File: config.mk
export PLATFORM = sky130hd
export DESIGN_NAME = rca_accumulator
export DESIGN_NICKNAME = d
export VERILOG_FILES = /design/src/rtl/rca_accumulator.sv
export SDC_FILE = /design/constraint.sdc
export NUM_CORES = 1
export LEC_CHECK = 0
export ABC_CLOCK_PERIOD_IN_PS = 5900
export CORE_ASPECT_RATIO = 0.7
export CORE_MARGIN = 10
export CORE_UTILIZATION = 30
export CTS_CLUSTER_DIAMETER = 40
export DETAILED_ROUTE_END_ITERATION = 10
export GPL_ROUTABILITY_DRIVEN = 0
export HOLD_SLACK_MARGIN = 0.08
export MAX_ROUTING_LAYER = met4
export SYNTH_ARGS = -nofsm -noshare
export SYNTH_HDL_FRONTEND = slang
export SYNTH_SLANG_ARGS = --single-unit
export TNS_END_PERCENT = 100
File: constraint.sdc
create_clock -name clk -period 5.9 [get_ports clk]
set_clock_uncertainty 0.05 [all_clocks]
set_input_delay 0.885 -clock clk [delete_from_list [all_inputs] [get_ports clk]]
set_output_delay 0.885 -clock clk [all_outputs]
set_load 0.02 [all_outputs]
File: src/rtl/rca_accumulator.sv
// Registered accumulate stage around a ripple-carry adder, with z/n/c/v flags,
// a sticky overflow flag and a single-entry valid/ready output stage.

module ripple_carry_adder #(
  parameter int BUS_WIDTH = 8
) (
  input  logic [BUS_WIDTH-1:0] in1,
  input  logic [BUS_WIDTH-1:0] in2,
  input  logic                 add_sub_b,
  output logic [BUS_WIDTH-1:0] out,
  output logic                 carry_out,
  output logic                 overflow
);

  logic [BUS_WIDTH:0]   carry;
  logic [BUS_WIDTH-1:0] in2_eff;

  // Subtraction is in1 + ~in2 + 1, so the carry-in doubles as the +1.
  assign in2_eff  = in2 ^ {BUS_WIDTH{add_sub_b}};
  assign carry[0] = add_sub_b;

  for (genvar i = 0; i < BUS_WIDTH; i++) begin : g_fa
    assign out[i]       = in1[i] ^ in2_eff[i] ^ carry[i];
    assign carry[i+1]   = (in1[i] & in2_eff[i]) | (carry[i] & (in1[i] ^ in2_eff[i]));
  end

  assign carry_out = carry[BUS_WIDTH];
  assign overflow  = carry[BUS_WIDTH] ^ carry[BUS_WIDTH-1];

endmodule

module rca_accumulator #(
  parameter int BUS_WIDTH = 8
) (
  input  logic                 clk,
  input  logic                 rst,
  input  logic                 in_valid,
  output logic                 in_ready,
  input  logic [1:0]           op,
  input  logic                 sign,
  input  logic [BUS_WIDTH-1:0] operand,
  output logic                 out_valid,
  input  logic                 out_ready,
  output logic [BUS_WIDTH-1:0] acc,
  output logic                 z,
  output logic                 n,
  output logic                 c,
  output logic                 v,
  output logic                 v_sticky
);

  localparam logic [1:0] OP_LOAD  = 2'b00;
  localparam logic [1:0] OP_ADD   = 2'b01;
  localparam logic [1:0] OP_SUB   = 2'b10;
  localparam logic [1:0] OP_CLEAR = 2'b11;

  logic                 accept;
  logic [BUS_WIDTH-1:0] sum;
  logic                 sum_carry;
  logic                 sum_ovf;
  logic                 ovf_flag;

  assign in_ready = !out_valid || out_ready;
  assign accept   = in_valid && in_ready;
  assign ovf_flag = sign && sum_ovf;

  ripple_carry_adder #(.BUS_WIDTH(BUS_WIDTH)) u_adder (
    .in1       (acc),
    .in2       (operand),
    .add_sub_b (op == OP_SUB),
    .out       (sum),
    .carry_out (sum_carry),
    .overflow  (sum_ovf)
  );

  // Accumulator and flags only move on an accepted command; consuming a
  // result never disturbs them.
  always_ff @(posedge clk) begin
    if (rst) begin
      acc       <= '0;
      z         <= 1'b1;
      n         <= 1'b0;
      c         <= 1'b0;
      v         <= 1'b0;
      v_sticky  <= 1'b0;
      out_valid <= 1'b0;
    end else begin
      if (accept) begin
        out_valid <= 1'b1;
        case (op)
          OP_LOAD: begin
            acc      <= operand;
            z        <= (operand == '0);
            n        <= operand[BUS_WIDTH-1];
            c        <= 1'b0;
            v        <= 1'b0;
            v_sticky <= 1'b0;
          end
          OP_ADD, OP_SUB: begin
            acc      <= sum;
            z        <= (sum == '0);
            n        <= sum[BUS_WIDTH-1];
            c        <= sum_carry;
            v        <= ovf_flag;
            v_sticky <= v_sticky | ovf_flag;
          end
          OP_CLEAR: begin
            acc      <= '0;
            z        <= 1'b1;
            n        <= 1'b0;
            c        <= 1'b0;
            v        <= 1'b0;
            v_sticky <= 1'b0;
          end
          default: begin
            acc <= acc;
          end
        endcase
      end else if (out_ready) begin
        out_valid <= 1'b0;
      end
    end
  end

endmodule

# After elaboration in Yosys (flattened, before gate mapping)
# Index checks and enable logic that the tools add are counted.
# classes
bitwise	43
n_addsub	0
mul	0
n_div	0
n_mux	8
reduce_logical	10
n_eq_ne	3
order_cmp	0
shifts	0
# ops
op	count
$pmux 8 s3	1
$xor 1x1->1	17
$and 1x1->1	16
$logic_not 8->1	2
$or 1x1->1	9
$xor 8x8->8	1
$pmux 1 s2	3
$pmux 1 s3	2
$eq 2x2->1 const B	2
$reduce_or 2->1	2
$eq 2x1->1 const B	1
$logic_and 1x1->1	2
$logic_not 2->1	1
$mux 1	2
$reduce_bool 2->1	1
$logic_not 1->1	1
$logic_or 1x1->1	1
# word_totals
out_inout_bits	15
mem_bits_rw	0
memories	0
in_bits	15
reg_bits	14
latch_bits	0
wordCells	71
romBits	0

# Depth between registers and ports, before layout
# depth
depth_word	23
ltp_mapped	16
mapped_depth_nobuf	15

# Modules after synthesis
# A second synthesis with hierarchy kept.
# unflattened
hier_cells	111
area_unflattened_um2	1009.7
# by_module_without_submodules
module	area_each_um2	cells_each	n_inst	seq_area_each_um2
rca_accumulator	723.2	81	1	260.2
ripple_carry_adder	286.5	30	1	0.0

# Worst setup path before layout
# Ideal clock, no wire load.
# synth_path
kind	input to register
from	input port op[0]
to	register v
t_required_ns	5.780
path_stages	16
setup_ns	0.070
setup_slack_ns	1.011
arrival_time_ns	4.769
path_buffers	1
cell_sequence	inv_1 ha_1 buf_2 mux2_2 fa_1 fa_1 fa_1 fa_1 fa_1 inv_1 fa_1 inv_1 fa_1 xor2_1 or4_4 a21oi_1
# synth_between
elab_chain_cells	22
word_cells_on_any_way	42
cone_classes	eq/ne (3); mux (1); bitwise (34); reduce/logical (4)
# synth_lines
item	line	text
start: declaration	39	input logic [1:0] op,
$eq 2x2->1	70, 90	
$xor 8x8->8	19	assign in2_eff = in2 ^ {BUS_WIDTH{add_sub_b}};
$xor 1x1->1	24	assign carry[i+1] = (in1[i] & in2_eff[i]) | (carry[i] & (in1[i] ^ in2_eff[i]));
$and 1x1->1	24	
$or 1x1->1	24	
$and 1x1->1	24	
$or 1x1->1	24	
$and 1x1->1	24	
(+6 left out)	n/a	
$or 1x1->1	24	
$and 1x1->1	24	
$or 1x1->1	24	
$and 1x1->1	24	
$or 1x1->1	24	
$xor 1x1->1	28	assign overflow = carry[BUS_WIDTH] ^ carry[BUS_WIDTH-1];
$logic_and 1x1->1	65	assign ovf_flag = sign && sum_ovf;
$pmux 1 s2 (*)	90	case (op)
end signal: assignment	104	v <= ovf_flag;
end: declaration	48	output logic v,
# Every way passes the cells marked *; elsewhere a longest branch is shown, timed or not.
# A chain may end at the register's enable or synchronous reset.

# Worst setup path in the final report
# layout_path
from	input port op[0]
to	register v_sticky
# layout_between
elab_chain_cells	23
word_cells_on_any_way	43
cone_classes	eq/ne (3); mux (1); bitwise (35); reduce/logical (4)
# layout_lines
item	line	text
$eq 2x2->1	70, 90	
$xor 8x8->8	19	
$xor 1x1->1	24	
$and 1x1->1	24	
$or 1x1->1	24	
$and 1x1->1	24	
$or 1x1->1	24	
$and 1x1->1	24	
(+7 left out)	n/a	
$and 1x1->1	24	
$or 1x1->1	24	
$and 1x1->1	24	
$or 1x1->1	24	
$xor 1x1->1	28	
$logic_and 1x1->1	65	
$or 1x1->1	105	v_sticky <= v_sticky | ovf_flag;
$pmux 1 s2 (*)	90	
end signal: assignment	105	
end: declaration	49	output logic v_sticky
# Marked as above.

==> results.cfg <==
[outcome]
status = finished clean

[detailed_routing]
drtPass1Iterations = 4
post_drt_via_cell_ratio = 5.25
ant_nets = 0
detail_route.iter0.violations = 91
route.vias.total = 850
drt_wl_total_um = 2670
drc_errors = 0
wl_per_cell_um = 16.5

[place]
dp_hpwl_um = 2010
place_worst_setup_slack_ns = 0.440
io_buffers = 29

[timing]
maxSlewViolCount = 0
layout_min_cycle_time_ns = 5.24
tightest_slew_ns = 0.601
fmax_ghz = 0.191
grt_setup_unrepaired = no
slew_headroom = 0.598
setup_viol = 0
worst_slack_ns = 0.661
hold_viol = 0
finalCritPeriodShare = 0.888
setup-tns-final_ns = 0

[cts]
cts_root_buf = clkbuf_8
cts.repair.resized = 0
post_cts_buffers = 0
cts-buffers-inserted = 3
clock-sinks = 13
postCtsHoldBufs = 0
clock_latency_ns = 0.24
cts_tree = built
cts.htree.levels = 1
cts.path.max_buffers = 2
clk_pin_slew_ns = 0.06

[die]
start_util = 0.320
die-area_mm2 = 0.00568
die_h_um = 66.1
die_x_um = 85.9
core_mm2 = 0.00284
rows = 16
ios = 30

[synthesis]
async_reset_ff_frac = 0
netlist_area_um2 = 911
yosysUniqueCellTypes = 32
ys.flop_type = dfxtp_1
syn_nets = 123
synth_edf_count = 0
ys_warn_count = 0
syn_avg_cell_area_um2 = 9.29
ys_ff_latch = 13
yosysSeqAreaShare = 0.286
synthCells = 98

[grt]
grt_pass1_vias = 853
grt_usage = 0.0987
grt_pass1_wl_um = 4460
grt_max_degree = 15
antenna_found_initial = 0
grt_overflow = 0

[worst_setup_path]
cp_cell_sequence = clkdlybuf4s50_1 > inv_1 > ha_1 > mux2_2 > fa_1 > fa_1 > fa_1 > fa_1 > fa_1 > inv_1 > fa_1 > inv_1 > fa_1 > xor2_1 > or4_4 > a21oi_1
arrival_ns = 5.35
worstPathMaxFanout = 3
r2r_setup_slack_ns = 1.75
cpMostUsedCell = fa_1
slowest_stage = clkdlybuf4s50_1
path_class = in -> reg
r2r_cells = 13
worst_setup_path_start_kind = input port
end_kind = register
r2r-end = v_sticky
timing.rr.start = acc[0]
cp.required_ns = 6.01
cpPeakStageDelay_ns = 0.48

[cells_and_area]
antennaDiodeCount = 0
fin_nets = 152
fin_util = 0.447
areaGrowthSynthToFinish_pct = 39.4
drive_gt1_frac = 0.0635

[pwr]
power.density_mw_per_mm2 = 226
p_leak_nw = 0.480
vdd_ir_drop_max_v = 0.000140

[flow_run]
drv_cap = 0

[min_path]
hold_end = v
hold_path_depth = 2
hp-class = reg -> reg
hold_path.startpoint = v
cell families (layout without fill, tap and decap cells):
logic type,after synthesis,count (layout),share of synthesized area
compound gates,32,32,0.228
fa+ha+maj,10,10,0.195
flops,13,13,0.286
simple gates,18,18,0.124
mux,1,1,0.0124
xor+xnor,9,9,0.0865
buf+inv,15,43,0.0687
power breakdown:
part           switching, W  internal (W)
registers        0.00000651     0.0000946
logic             0.0000546     0.0000499
clock network     0.0000333     0.0000477
total             0.0000944      0.000192
layer usage:
metal	track usage	share of wire	up-vias
met5	-	0	-
met1	0.137	0.52	411
li1	-	-	410
met2	0.131	0.40	27
met4	0.0184	0.0030	0
met3	0.0369	0.075	2
cell usage in the layout, fill, tap and decap left out, drive strengths merged, types with 4 or more instances in the layout:
master / count
clkdlybuf4s50: 29
a21oi: 13
dfxtp: 13
inv: 9
xor2: 7
fa: 7
a211oi: 6
a22oi: 5
clkbuf: 4
critical path: cells and delay by family:
kind | cells | cell delay, ns
mux | 1 | 0.29
buf+inv | 4 | 0.68
simple gates | 1 | 0.42
fa+ha+maj | 8 | 2.78
compound gates | 1 | 0.13
xor+xnor | 1 | 0.16
worst max path at each step:
stage | end | startpoint
6_report | v_sticky | op[0]
5_1_grt | z | op[0]
4_1_cts | v_sticky | op[0]
3_5_place_dp | v_sticky | op[0]
3_3_place_gp | v | op[0]
2_1_floorplan | v | op[0]
flip-flops by register name, indices dropped and copies added (netlist names):
register   count
z              1
v_sticky       1
c              1
out_valid      1
acc            8
v              1
cells in the mapped netlist (3+ instances only):
cell / n / share of area
a211oi_1: 6 / 0.049
nand2_1: 3 / 0.012
xor2_1: 7 / 0.067
a21oi_1: 13 / 0.071
dfxtp_1: 13 / 0.29
fa_1: 7 / 0.15
ha_1: 3 / 0.041
inv_1: 8 / 0.033
clkbuf_1: 3 / 0.012
a22oi_1: 5 / 0.041
stage by stage:
step                cell area [µm²]  hold slack [ns]  power, W  cells
floorplan                       911            0.498  0.000165     98
global placement               1220            0.416  0.000207    158
detailed placement             1220            0.418  0.000207    158
CTS                            1270            0.426  0.000291    162
global route                   1270            0.456  0.000306    162
finish                         1270            0.427  0.000287    162
cell type report:
type	instances	area (µm²)
Fill cell	275	1570
Multi-Input combinational cell	70	588
Timing Repair Buffer	30	298
Sequential cell	13	260
Clock buffer	4	45.0
Tap cell	36	45.0
Inverter	9	33.8
(Power assumes the default switching activity.)
